--- config.mk ---
export PLATFORM = sky130hd
export DESIGN_NAME = pulse_gen_out
export DESIGN_NICKNAME = d
export VERILOG_FILES = /design/src/rtl/pulse_gen_out_pkg.sv /design/src/rtl/pulse_gen_out_pend.sv /design/src/rtl/pulse_gen_out.sv
export SDC_FILE = /design/constraint.sdc
export NUM_CORES = 1
export LEC_CHECK = 0
export ABC_AREA = 0
export ABC_CLOCK_PERIOD_IN_PS = 2400
export CAP_MARGIN = 20
export CORE_MARGIN = 2
export CORE_UTILIZATION = 41
export CTS_BUF_LIST = sky130_fd_sc_hd__clkbuf_16
export DETAILED_ROUTE_END_ITERATION = 6
export GPL_TIMING_DRIVEN = 0
export PLACE_DENSITY = 0.82
export SLEW_MARGIN = 30
export SYNTH_ARGS = -nofsm -noshare
export SYNTH_HDL_FRONTEND = slang
export SYNTH_SLANG_ARGS = --single-unit
--- constraint.sdc ---
create_clock -name clk -period 2.4 [get_ports clk]
set_clock_uncertainty 0.2 [all_clocks]
set_input_delay 0.6 -clock clk [delete_from_list [all_inputs] [get_ports clk]]
set_output_delay 0.6 -clock clk [all_outputs]
set_load 0.005 [all_outputs]
--- src/rtl/pulse_gen_out_pkg.sv ---
// Shared definitions for the output pulse generator: state encoding and clock timing.
package pulse_gen_out_pkg;

    localparam logic [1:0] ST_IDLE = 2'b00;
    localparam logic [1:0] ST_HIGH = 2'b01;
    localparam logic [1:0] ST_LOW  = 2'b10;

    typedef enum logic [1:0] {
        IDLE = ST_IDLE,
        HIGH = ST_HIGH,
        LOW  = ST_LOW
    } state_e;

    // 125 MHz system clock.
    localparam int CLK_PERIOD_NS = 8;

    function automatic int ns_to_cycles(input int ns);
        return (ns + CLK_PERIOD_NS - 1) / CLK_PERIOD_NS;
    endfunction

endpackage

--- src/rtl/pulse_gen_out_pend.sv ---
// pend_sat_counter: up/down counter that saturates at all-ones and at zero;
// ovf flags an increment that was dropped because the counter was full.
module pend_sat_counter
    import pulse_gen_out_pkg::*;
#(
    parameter int W = 3
) (
    input  logic         clk,
    input  logic         rst,
    input  logic         inc,
    input  logic         dec,
    output logic [W-1:0] count,
    output logic         full,
    output logic         ovf
);

    logic [W-1:0] count_q;
    logic [W-1:0] count_d;

    assign full  = (count_q == {W{1'b1}});
    assign ovf   = inc && !dec && full;
    assign count = count_q;

    always_comb begin
        count_d = count_q;
        if (inc && !dec && !full) begin
            count_d = count_q + 1'b1;
        end else if (dec && !inc && (count_q != '0)) begin
            count_d = count_q - 1'b1;
        end
    end

    always_ff @(posedge clk or posedge rst) begin
        if (rst) begin
            count_q <= '0;
        end else begin
            count_q <= count_d;
        end
    end

endmodule

--- src/rtl/pulse_gen_out.sv ---
// Output pulse generator: trig -> pulse of hi_len cycles high then lo_len cycles low.
// Define PULSE_GEN_QUEUE_EN to queue requests that arrive while a pulse is running.
module pulse_gen_out
    import pulse_gen_out_pkg::*;
#(
    parameter int W      = 8,
    parameter int PEND_W = 3
) (
    input  logic              clk,
    input  logic              reset,
    input  logic              trig,
    input  logic [W-1:0]      hi_len,
    input  logic [W-1:0]      lo_len,
    input  logic              ovf_clr,
    output logic              out,
    output logic              busy,
    output logic              done_tick,
    output logic [PEND_W-1:0] pend,
    output logic              ovf
);

    localparam logic [W-1:0] ONE = W'(1);

    state_e       state_q, state_d;
    logic [W-1:0] cnt_q, cnt_d;
    logic         out_q, out_d;
    logic         busy_q, busy_d;
    logic         done_q, done_d;
    logic         ovf_q, ovf_d;

    logic [W-1:0] h_load;
    logic [W-1:0] l_load;
    logic         launch;
    logic         launch_req;
    logic         ovf_set;

    assign h_load     = (hi_len == '0) ? ONE : hi_len;
    assign l_load     = (lo_len == '0) ? ONE : lo_len;
    assign launch_req = trig || (pend != '0);

`ifdef PULSE_GEN_QUEUE_EN
    // A launch always takes a same-cycle trig first, so pend only drains when trig is low.
    logic pend_inc;
    logic pend_dec;
    logic pend_full;

    assign pend_inc = trig && !launch;
    assign pend_dec = launch && !trig;

    pend_sat_counter #(
        .W (PEND_W)
    ) u_pend (
        .clk   (clk),
        .rst   (reset),
        .inc   (pend_inc),
        .dec   (pend_dec),
        .count (pend),
        .full  (pend_full),
        .ovf   (ovf_set)
    );
`else
    assign pend    = '0;
    assign ovf_set = trig && !launch;
`endif

    always_comb begin
        state_d = state_q;
        cnt_d   = cnt_q;
        done_d  = 1'b0;
        launch  = 1'b0;
        case (state_q)
            IDLE: begin
                if (launch_req) begin
                    launch  = 1'b1;
                    state_d = HIGH;
                    cnt_d   = h_load;
                end
            end
            HIGH: begin
                if (cnt_q <= ONE) begin
                    state_d = LOW;
                    cnt_d   = l_load;
                    done_d  = 1'b1;
                end else begin
                    cnt_d = cnt_q - 1'b1;
                end
            end
            LOW: begin
                if (cnt_q <= ONE) begin
                    if (launch_req) begin
                        launch  = 1'b1;
                        state_d = HIGH;
                        cnt_d   = h_load;
                    end else begin
                        state_d = IDLE;
                    end
                end else begin
                    cnt_d = cnt_q - 1'b1;
                end
            end
            default: begin
                state_d = IDLE;
            end
        endcase
        out_d  = (state_d == HIGH);
        busy_d = (state_d != IDLE);
    end

    // A fresh overflow beats a simultaneous clear.
    always_comb begin
        ovf_d = ovf_q;
        if (ovf_set) begin
            ovf_d = 1'b1;
        end else if (ovf_clr) begin
            ovf_d = 1'b0;
        end
    end

    always_ff @(posedge clk or posedge reset) begin
        if (reset) begin
            state_q <= IDLE;
            cnt_q   <= '0;
            out_q   <= 1'b0;
            busy_q  <= 1'b0;
            done_q  <= 1'b0;
            ovf_q   <= 1'b0;
        end else begin
            state_q <= state_d;
            cnt_q   <= cnt_d;
            out_q   <= out_d;
            busy_q  <= busy_d;
            done_q  <= done_d;
            ovf_q   <= ovf_d;
        end
    end

    assign out       = out_q;
    assign busy      = busy_q;
    assign done_tick = done_q;
    assign ovf       = ovf_q;

endmodule

---- Word level (Yosys, flattened, before mapping) ----
Index checks and enable logic that the tools add are counted.
storage, ports and cells
  bits of input ports ..................... 20
  register bits after elaboration ......... 14
  logic and storage cells ................. 37
operators by class
  magnitude comparators ................... 1
  reductions and logical operators ........ 8
  $add $sub $neg .......................... 1
  muxes and demuxes ....................... 18
  equal/unequal tests ..................... 3
operator list
  cell                   count
  $mux W8                5
  $pmux W8 S3            1
  $logic_not A8 Y1       2
  $le A8 B1 Y1 const B   1
  $sub A8 B1 Y8 const B  1
  $mux W1                7
  $mux W2                3
  $pmux W2 S3            1
  $eq A2 B1 Y1 const B   2
  $reduce_bool A2 Y1     2
  $reduce_bool A3 Y1     1
  $eq A2 B2 Y1 const B   1
  $logic_not A2 Y1       1
  $pmux W1 S2            1
  $logic_and A1 B1 Y1    1
  $logic_not A1 Y1       1

---- Depth between registers and ports, before layout ----
Gate-level depths: netlist of the first run.
  depth in word-level cells ............... 6
  depth in mapped cells ................... 10
  depth with buffers taken out ............ 7

---- Least setup slack after synthesis of the first run ----
No wires, ideal clock.
  path kind ............................... register -> register
  from .................................... register cnt_q[0]
  to ...................................... register cnt_q[7]
  setup slack ............................. -112 ps
  clock period less this slack ............ 2512 ps
  stages on the path, launching flop included .. 10
  library setup time ...................... 126 ps
  data arrival time ....................... 2186 ps
  data required time ...................... 2074 ps
  cells stage by stage .................... dfrtp_1 > inv_1 > ha_1 > or2_0 > buf_6 > and3_1 > buf_6 > a311o_4 > o21a_1 > a221o_1
on the way
  cells in the longest elaborated chain, start to end .. 3
  elaborated cells between the ends (all ways) .. 5
  those cells by class .................... add/sub: 1; order compare: 1; mux: 3
RTL lines
  item                                           RTL line                                  source
  start, declared                                pulse_gen_out.sv:25                       logic [W-1:0] cnt_q, cnt_d;
  start signal, assigned                         pulse_gen_out.sv:129                      cnt_q <= cnt_d;
  $sub A8 B1 Y8 or $le A8 B1 Y1 (tied branches)  n/a
  $mux W8, on equally long branches              pulse_gen_out.sv:89, pulse_gen_out.sv:80
  $pmux W8 S3 (*)                                pulse_gen_out.sv:71                       case (state_q)
Every way passes the cells marked *; elsewhere a longest branch is shown, timed or not.
A chain may end at the register's enable or synchronous reset.

---- Final worst setup path of the first run ----
Ends and elaborated chain as after synthesis.

==> results of run 1 <==
cell families (layout without fill, tap and decap cells):
kind of cell | Yosys count | count (layout)
other | 1 | 3
XOR/XNOR | 4 | 4
flip-flops | 14 | 14
buffers and inverters | 14 | 45
adder cells (fa/ha/maj) | 7 | 7
AO/OA/AOI/OAI | 36 | 36
AND/OR/NAND/NOR | 37 | 37
sequential cells by signal, indices dropped and copies added, names as in the netlist:
register,cells
cnt_q,8
state_q,2
busy,1
done_tick,1
out,1
ovf,1
layout make-up:
| type | count | area, um2 |
|---|---|---|
| tap | 30 | 37.5 |
| sequential | 14 | 352 |
| clock buffer | 3 | 75.1 |
| multi-input combinational | 87 | 671 |
| fill | 204 | 1000 |
| buffer | 6 | 42.5 |
| timing repair buffer | 28 | 268 |
| inverter | 7 | 28.8 |
| clock inverter | 1 | 3.75 |
Yosys cell counts, drive strengths merged, types with 2 or more instances:
cell type  instances
dfrtp             14
a221o              8
ha                 7
inv                7
a21oi              6
buf                6
nand3              5
nor2               5
nand4              4
nor3               4
o21ai              4
xnor2              4
a211oi             3
nand2              3
nor2b              3
and2               2
nand2b             2
nor3b              2
nor4               2
o2bb2ai            2
power by group:
group	switching, uW	internal (uW)
sequential	125	344
clock	97.9	220
combinational	646	594
total	869	1160
per-stage QoR:
stage / instances / util, % / setup WS (ps) / TNS (ps) / total power, uW
final: 176 / 59.6 / 81.4 / 0 / 2030
after global routing: 176 / 59.6 / 27.3 / 0 / 2150
after floorplan: 115 / - / 57.9 / 0 / 1270
after detailed placement: 168 / 54.8 / -131 / -365 / 1570
after global placement: 168 / 54.8 / -115 / -202 / 1540
after CTS: 176 / 59.6 / 7.00 / 0 / 1980
metal layers:
| metal | vias up | global-route usage [%] | routed length (um) |
|---|---|---|---|
| met4 | 0 | 13.4 | 120 |
| li1 | 493 | - | - |
| met5 | - | 0 | 0 |
| met3 | 13 | 1.34 | 183 |
| met1 | 506 | 25.1 | 1360 |
| met2 | 59 | 38.1 | 1530 |
worst paths after layout:
path	slack [ps]	end	start
max in group asynchronous	1080	cnt_q[0]	reset
min in group asynchronous	520	busy	reset
worst min register to register	320	ovf	ovf
worst max register to register	80	cnt_q[7]	cnt_q[0]
worst min-delay path	320	ovf	ovf
worst max-delay path	80	cnt_q[7]	cnt_q[0]
what timing repair did:
item / CTS / global route
setup endpoints to repair: 8 / 1
resized for setup: 6 / 0
pin swaps: 6 / 1
setup buffers: 5 / 0
endpoints found under the hold margin: 0 / 0
==> metrics.cfg, run 1 <==
[setup_path]
cp.arrival_ps = 2240
r2r_cells = 8
crit_family = compound AO/OA/AOI/OAI gates
cp_cell_sequence = inv_4 -> ha_4 -> or2_4 -> and3_4 -> buf_6 -> a311o_4 -> o21a_1 -> a221o_1
worst-path-stages = 8
end_kind = register
worst-path-buf-inv = 2
worst-setup-path-type = register to register
crit_path_start_kind = register
slowest_delay_ps = 430
critPathMaxFanout = 7
crit_path_top_delay_cell = dfrtp_2
cp.required_ps = 2330

[logic_synthesis]
synth.ff_latch_count = 14
seq_area_frac_synth_pct = 32.7
post_synth_fa_ha_maj_area_fraction_pct = 8.18
synth_cell_types = 45
synth_top_family_by_area = compound AO/OA/AOI/OAI gates
yosysTopAreaCell = dfrtp_1
yosysTopAreaCellShare_pct = 32.7
async_reset_ff_share_pct = 100
synthTopCellsByArea = dfrtp_1 33%, ha_1 8.2%, a221o_1 7.5%, xnor2_1 3.3%, inv_1 2.5%
synthSimpleGateAreaFrac_pct = 20.8
synthCells = 113
synthMuxAreaShare_pct = 0
avgSynthCellArea_um2 = 9.48
ys.flop_type = dfrtp_1
synth_compound_area_share_pct = 27.2
synth_warnings = 0
synth_edf_count = 0
synth-xor-area-share_pct = 3.27
synth_area_um2 = 1070

[detailed_routing]
via_per_inst = 6.09
drt_iter0_markers = 27
wl_per_cell_um = 18.2
drcViolationCount = 0
wl_mm = 3.20
postRouteAntennaNets = 0
dr_total_vias = 1071
drt_first_pass_iters = 4

[global_route]
grt_usage_pct = 21.5
antenna_found_initial = 0
grt_max_degree = 15
overflow = 0
grt_pass1_vias = 1027
grt_pass1_wl_mm = 4.60

[cts]
hold_buffers = 0
cts_tree = yes
cts_buffers = 3
cts_buffer_depth = 2
clockRootBuffer = clkbuf_16
htree_levels = 1
clock-sinks = 14
clock_latency_ps = 240
clkSlewWorstSetupHoldPaths_ps = 50

[die]
fp.dieH_um = 55.1
placeableCoreArea_um2 = 2480
initial_utilization_pct = 43.2
dieArea_um2 = 3040
rows = 18
ios = 27
die_w_um = 55.1

[power_and_ir_drop]
p_leak_uw = 0.000630
vdd_drop_max_uv = 725
p_per_area_nw_per_um2 = 1370

[run_status]
outcome = complete, no violations

[timing]
finalCriticalPeriod_ps = 2320
min_period_over_period_pct = 96.6
fmax_mhz = 431
grt_setup_unrepaired = no
tightest_slew_ps = 563
hold_viol_final = 0
drv_slew = 0
whs_ps = 321
final-setup-viol-count = 0
maxSlewHeadroom_pct = 62.4

[job]
maxCapViolations = 0

[min_path]
hold_depth = 1
worstHoldPathType = register to register

[place]
io_buffers = 23
dp_hpwl_mm = 2.10
gp_congestion = 0.854
dpl_cell_area_um2 = 1360

[cells_and_area]
layout-drive-gt1-share_pct = 16.4
final_area_um2 = 1480
area_delta_synth_final_pct = 38.0
fin_nets = 174
num_antenna_cells = 0
final_cell_mix = 23 x clkdlybuf4s50_1, 13 x dfrtp_1, 8 x a221o_1, 8 x buf_4
final_common_cell = clkdlybuf4s50_1

No activity file was read; power rests on OpenSTA's default activity.
==> inputs of run 2 (changes only) <==
--- a/config.mk
+++ b/config.mk
@@ -9,12 +9,13 @@
 export ABC_CLOCK_PERIOD_IN_PS = 2400
 export CAP_MARGIN = 20
 export CORE_MARGIN = 2
-export CORE_UTILIZATION = 41
+export CORE_UTILIZATION = 44
 export CTS_BUF_LIST = sky130_fd_sc_hd__clkbuf_16
 export DETAILED_ROUTE_END_ITERATION = 6
+export GPL_ROUTABILITY_DRIVEN = 0
 export GPL_TIMING_DRIVEN = 0
-export PLACE_DENSITY = 0.82
-export SLEW_MARGIN = 30
+export PLACE_DENSITY = 0.87
+export SLEW_MARGIN = 10
 export SYNTH_ARGS = -nofsm -noshare
 export SYNTH_HDL_FRONTEND = slang
 export SYNTH_SLANG_ARGS = --single-unit
==> run 2 against run 1 <==
Against the previous run:
- combinational power up 6%
- setup slack worse by 30 ps
- register-to-register slack lost 30 ps
- via count up 7.2%
- critical path type unchanged
- design area rose by 1.2%
- power rose by 3.4%
- global-route usage increased by 4.7 points
- critical endpoint unchanged
- first-iteration DRC count is 85% higher
- clock power decreased by 2%
- fmax shrank 1.3%
- non-clock buffer count rose by 1
==> metrics.cfg, run 2 (synthesized netlist as in run 1, its figures left out) <==
[setup_path]
crit_family = compound AO/OA/AOI/OAI gates  ; unchanged
r2r_cells = 8  ; unchanged
slowest_delay_ps = 440  ; was 430 ps
worst-path-stages = 8  ; unchanged
cp.arrival_ps = 2270  ; was 2240 ps
cp_cell_sequence = inv_2 -> ha_4 -> or2_0 -> buf_6 -> and3_4 -> a311o_4 -> o21a_1 -> a221o_1  ; was inv_4 -> ha_4 -> or2_4 -> and3_4 -> buf_6 -> a311o_4 -> o21a_1 -> a221o_1
critPathMaxFanout = 7  ; unchanged
cp.required_ps = 2320  ; was 2330 ps
worst-path-buf-inv = 2  ; unchanged
crit_path_start_kind = register  ; unchanged
crit_path_top_delay_cell = dfrtp_2  ; unchanged
end_kind = register  ; unchanged
worst-setup-path-type = register to register  ; unchanged

[cts]
clkSlewWorstSetupHoldPaths_ps = 50  ; about the same
cts_tree = yes  ; unchanged
htree_levels = 1  ; unchanged
cts_buffers = 3  ; unchanged
clockRootBuffer = clkbuf_16  ; unchanged
cts_buffer_depth = 2  ; unchanged
hold_buffers = 0  ; unchanged
clock-sinks = 14  ; unchanged
clock_latency_ps = 240  ; about the same

[detailed_routing]
dr_total_vias = 1148  ; was 1071
via_per_inst = 6.60  ; was 6.09
postRouteAntennaNets = 0  ; unchanged
drt_first_pass_iters = 4  ; unchanged
drcViolationCount = 0  ; unchanged
drt_iter0_markers = 50  ; was 27
wl_mm = 3.45  ; was 3.20 mm
wl_per_cell_um = 19.8  ; was 18.2 um

[cells_and_area]
area_delta_synth_final_pct = 39.6  ; was 38.0%
layout-drive-gt1-share_pct = 19.9  ; was 16.4%
num_antenna_cells = 0  ; unchanged
multi_input_area_um2 = 688  ; was 671 um2
fin_nets = 175  ; was 174
stdcell_count = 174  ; was 176
seq_area_um2 = 353  ; was 352 um2
final_cell_mix = 23 x clkdlybuf4s50_1, 12 x dfrtp_1, 9 x buf_4  ; was 23 x clkdlybuf4s50_1, 13 x dfrtp_1, 8 x a221o_1, 8 x buf_4
reg_top3 = cnt_q x8, state_q x2  ; unchanged
fill_cells = 170  ; was 204
largest_register = cnt_q  ; unchanged
largest_reg_flops = 8  ; unchanged
final_common_cell = clkdlybuf4s50_1  ; unchanged

[job]
maxCapViolations = 0  ; unchanged

[die]
initial_utilization_pct = 47.5  ; was 43.2%
dieArea_um2 = 2840  ; was 3040 um2
rows = 17  ; was 18
placeableCoreArea_um2 = 2250  ; was 2480 um2
fp.dieH_um = 53.3  ; was 55.1 um
ios = 27  ; unchanged
die_w_um = 53.3  ; was 55.1 um

[global_route]
grt_pass1_vias = 1145  ; was 1027
overflow = 0  ; unchanged
grt_usage_pct = 26.2  ; was 21.5%
antenna_found_initial = 0  ; unchanged
grt_max_degree = 15  ; unchanged
grt_pass1_wl_mm = 5.38  ; was 4.60 mm

[timing]
whs_ps = 351  ; was 321 ps
min_period_over_period_pct = 97.8  ; was 96.6%
final-setup-viol-count = 0  ; unchanged
tns_ps = 0  ; unchanged
fmax_mhz = 426  ; was 431 MHz
finalCriticalPeriod_ps = 2350  ; was 2320 ps
hold_viol_final = 0  ; unchanged
tightest_slew_ps = 558  ; was 563 ps
maxSlewHeadroom_pct = 62.7  ; was 62.4%
drv_slew = 0  ; unchanged

[run_status]
outcome = complete, no violations  ; unchanged

[power_and_ir_drop]
clockPowerShare_pct = 14.9  ; was 15.7%
switchingPower_uw = 911  ; was 869 uW
p_per_area_nw_per_um2 = 1400  ; was 1370 nW/um2
switching_share_pct = 43.4  ; was 42.9%
p_int_uw = 1190  ; was 1160 uW
p_total_uw = 2100  ; was 2030 uW
p_leak_uw = 0.000634  ; was 0.000630 uW
power_frac_comb_pct = 62.3  ; was 61.2%
vdd_drop_max_uv = 699  ; was 725 uV
seq_power_share_pct = 22.8  ; was 23.1%

[place]
dp.cells = 166  ; was 168
io_buffers = 23  ; unchanged
dp_hpwl_mm = 2.21  ; was 2.10 mm

[min_path]
hold_depth = 1  ; unchanged
worstHoldPathType = register to register  ; unchanged

## run 2: final cells by class
class,count,share of cell area (%)
Inverter,7,1.76
Timing Repair Buffer,29,18.4
Buffer,6,2.85
Tap cell,28,2.34
Clock buffer,3,5.02
Multi-Input combinational cell,87,46.0
Sequential cell,14,23.6
## run 2: per-layer routing
layer | global-route usage [%] | vias to the layer above | part of all wire [%]
met5 | 0 | - | 0
met4 | 15.8 | 0 | 3.6
met3 | 2.54 | 15 | 8.6
met2 | 46.3 | 80 | 49
met1 | 29.8 | 558 | 39
li1 | - | 495 | -
## run 2: worst register-to-register path: cells and delay by family (launching register included)
kind / cells / cell delay [ps]
flops: 1 / 440
compound gates: 3 / 810
simple gates: 2 / 400
fa+ha+maj: 1 / 160
buf+inv: 2 / 210
## run 2: power groups by stage
stage | clock network [uW] | registers, uW | logic [uW]
2_1_floorplan | 0 | 441 | 828
3_3_place_gp | 0 | 460 | 1070
3_5_place_dp | 0 | 468 | 1110
4_1_cts | 313 | 467 | 1190
5_1_grt | 325 | 489 | 1420
6_report | 311 | 478 | 1310
## run 2: stage by stage
stage | utilization, % | setup slack, ps | cell area, um2
2_1_floorplan | - | 57.9 | 1090
3_3_place_gp | 60.2 | -103 | 1360
3_5_place_dp | 60.2 | -125 | 1360
4_1_cts | 64.7 | -31.4 | 1460
5_1_grt | 66.3 | -6.52 | 1500
6_report | 66.3 | 51.8 | 1500
## run 2: path summary, 6_finish.rpt
check                      endpoint  slack, ps  startpoint
setup reg to reg           cnt_q[7]         50    cnt_q[0]
setup / recovery           cnt_q[7]         50    cnt_q[0]
min in group asynchronous       out        510       reset
hold / removal                  ovf        350         ovf
max in group asynchronous  cnt_q[1]       1090       reset
hold reg to reg                 ovf        350         ovf
## run 2: what timing repair did
| item | in CTS | in global routing |
|---|---|---|
| setup endpoints to repair | 9 | 11 |
| pin swaps | 5 | 2 |
| setup buffers | 4 | 2 |
| gates resized for setup | 3 | 6 |
==> inputs of run 3 (changes only) <==
--- a/config.mk
+++ b/config.mk
@@ -8,7 +8,6 @@
 export ABC_AREA = 0
 export ABC_CLOCK_PERIOD_IN_PS = 2400
 export CAP_MARGIN = 20
-export CORE_MARGIN = 2
 export CORE_UTILIZATION = 44
 export CTS_BUF_LIST = sky130_fd_sc_hd__clkbuf_16
 export DETAILED_ROUTE_END_ITERATION = 6
==> run 3 against run 2 <==
Against the previous run:
- fmax grew 1.3%
- sequential cell count is the same
- non-clock buffer count increased by 2
- first-iteration DRC count grew 16%
- setup slack better by 30 ps
- largest cell class unchanged
- sequential power decreased by 1%
- utilization unchanged
- largest power group unchanged
- clock power is 6% higher
- count of clock-buffer cells in the layout unchanged
==> metrics.cfg, run 3 (synthesized netlist as in run 1, its figures left out) <==
[run_status]
outcome = complete, no violations  ; unchanged

[place]
dp_hpwl_mm = 2.13  ; was 2.21 mm
io_buffers = 23  ; unchanged

[setup_path]
crit_path_start_kind = register  ; unchanged
timing.critical_path.to = cnt_q[7]  ; unchanged
worst-path-stages = 8  ; unchanged
r2r_slack_ps = 80  ; was 50 ps
cp.required_ps = 2330  ; was 2320 ps
crit_path_top_delay_cell = dfrtp_1  ; was dfrtp_2
rr_startpoint = cnt_q[1]  ; was cnt_q[0]
worst-setup-path-type = register to register  ; unchanged
worstReg2RegEnd = cnt_q[7]  ; unchanged
worst-path-buf-inv = 2  ; unchanged
crit_family = compound AO/OA/AOI/OAI gates  ; unchanged
slowest_delay_ps = 400  ; was 440 ps
r2r_cells = 8  ; unchanged
cp_cell_sequence = inv_2 -> ha_4 -> or2_0 -> buf_6 -> and3_4 -> a311o_4 -> o21a_1 -> a221o_1  ; unchanged
worstSetupStartpoint = cnt_q[1]  ; was cnt_q[0]
end_kind = register  ; unchanged
cp.arrival_ps = 2250  ; was 2270 ps
critPathMaxFanout = 7  ; unchanged

[cells_and_area]
largest_register = cnt_q  ; unchanged
final_common_cell = clkdlybuf4s50_1  ; unchanged
final_cell_mix = 23 x clkdlybuf4s50_1, 13 x dfrtp_1, 11 x buf_4  ; was 23 x clkdlybuf4s50_1, 12 x dfrtp_1, 9 x buf_4
area_delta_synth_final_pct = 39.6  ; unchanged
layout-drive-gt1-share_pct = 17.4  ; was 19.9%
largest_reg_flops = 8  ; unchanged
num_antenna_cells = 0  ; unchanged
fin_nets = 177  ; was 175
reg_top3 = cnt_q x8, state_q x2  ; unchanged

[die]
ios = 27  ; unchanged
fp.dieH_um = 51.3  ; was 53.3 um
placeableCoreArea_um2 = 2250  ; unchanged
dieArea_um2 = 2640  ; was 2840 um2
initial_utilization_pct = 47.5  ; unchanged
die_w_um = 51.3  ; was 53.3 um
rows = 17  ; unchanged

[detailed_routing]
via_per_inst = 6.28  ; was 6.60
dr_total_vias = 1112  ; was 1148
wl_per_cell_um = 18.0  ; was 19.8 um
postRouteAntennaNets = 0  ; unchanged
drt_iter0_markers = 58  ; was 50
drcViolationCount = 0  ; unchanged
drt_first_pass_iters = 4  ; unchanged
wl_mm = 3.19  ; was 3.45 mm

[timing]
finalCriticalPeriod_ps = 2320  ; was 2350 ps
min_period_over_period_pct = 96.6  ; was 97.8%
fmax_mhz = 431  ; was 426 MHz
hold_viol_final = 0  ; unchanged
whs_ps = 326  ; was 351 ps
drv_slew = 0  ; unchanged
final-setup-viol-count = 0  ; unchanged
grt_setup_unrepaired = no
tns_ps = 0  ; unchanged
maxSlewHeadroom_pct = 61.8  ; was 62.7%
tightest_slew_ps = 573  ; was 558 ps

[global_route]
grt_pass1_wl_mm = 4.97  ; was 5.38 mm
overflow = 0  ; unchanged
antenna_found_initial = 0  ; unchanged
grt_max_degree = 15  ; unchanged
use_met3_pct = 3.57  ; was 2.54%
grt_usage_pct = 25.9  ; was 26.2%
use_met2_pct = 44.7  ; was 46.3%
grt_busiest_layer = met2  ; unchanged
grt_pass1_vias = 1068  ; was 1145
grt_use_met1_pct = 30.1  ; was 29.8%

[job]
maxCapViolations = 0  ; unchanged

[cts]
clkSlewWorstSetupHoldPaths_ps = 50  ; about the same
hold_buffers = 0  ; unchanged
clockRootBuffer = clkbuf_16  ; unchanged
cts_buffers = 3  ; unchanged
cts_buffer_depth = 2  ; unchanged
cts_tree = yes  ; unchanged
clock_latency_ps = 250  ; was 240 ps
clock-sinks = 14  ; unchanged
htree_levels = 1  ; unchanged

[power_and_ir_drop]
vdd_drop_max_uv = 741  ; was 699 uV
p_leak_uw = 0.000643  ; was 0.000634 uW
p_per_area_nw_per_um2 = 1390  ; was 1400 nW/um2

[min_path]
worstHoldPathType = register to register  ; unchanged
hold_depth = 1  ; unchanged

[run 3: report_power, final]
group | internal (uW) | leakage, uW | total (uW) | switching [uW]
sequential | 344 | 0.000177 | 473 | 129
clock | 221 | 0.0000385 | 330 | 108
combinational | 631 | 0.000427 | 1270 | 638
total | 1200 | 0.000643 | 2070 | 876
[run 3: worst min-delay path by stage]
stage / startpoint / to / slack, ps
floorplan: reset / busy / 290
detailed placement: ovf / ovf / 320
global route: ovf / ovf / 380
global placement: ovf / ovf / 300
CTS: ovf / ovf / 330
finish: ovf / ovf / 330
[run 3: repair_timing]
action / 4_1_cts / 5_1_grt
buffers inserted: 5 / 3
gates resized for setup: 4 / 0
pin swaps: 4 / 2
endpoints found under the setup margin: 7 / 4
[run 3: metrics by stage]
| step | total power, uW | cell area [um2] | utilization [%] | worst slack [ps] | std cells |
|---|---|---|---|---|---|
| finish | 2070 | 1500 | 66.3 | 82.2 | 177 |
| global route | 2210 | 1500 | 66.3 | 6.24 | 177 |
| CTS | 1980 | 1470 | 65.3 | 29.1 | 174 |
| detailed placement | 1580 | 1360 | 60.2 | -135 | 166 |
| global placement | 1530 | 1360 | 60.2 | -97.7 | 166 |
| floorplan | 1270 | 1090 | - | 57.9 | 115 |
[run 3: cell type report]
| class | instances | area [um2] |
|---|---|---|
| Fill cell | 169 | 759 |
| Multi-Input combinational cell | 87 | 668 |
| Clock buffer | 3 | 75.1 |
| Buffer | 6 | 42.5 |
| Inverter | 7 | 28.8 |
| Timing Repair Buffer | 31 | 290 |
| Clock inverter | 1 | 3.75 |
| Sequential cell | 14 | 352 |
| Tap cell | 28 | 35.0 |
[run 3: metal layers]
metal  up-vias  share of wire [%]
met5         -                  0
met4         0                4.9
met1       527                 40
li1        502                  -
met2        63                 48
met3        20                7.5
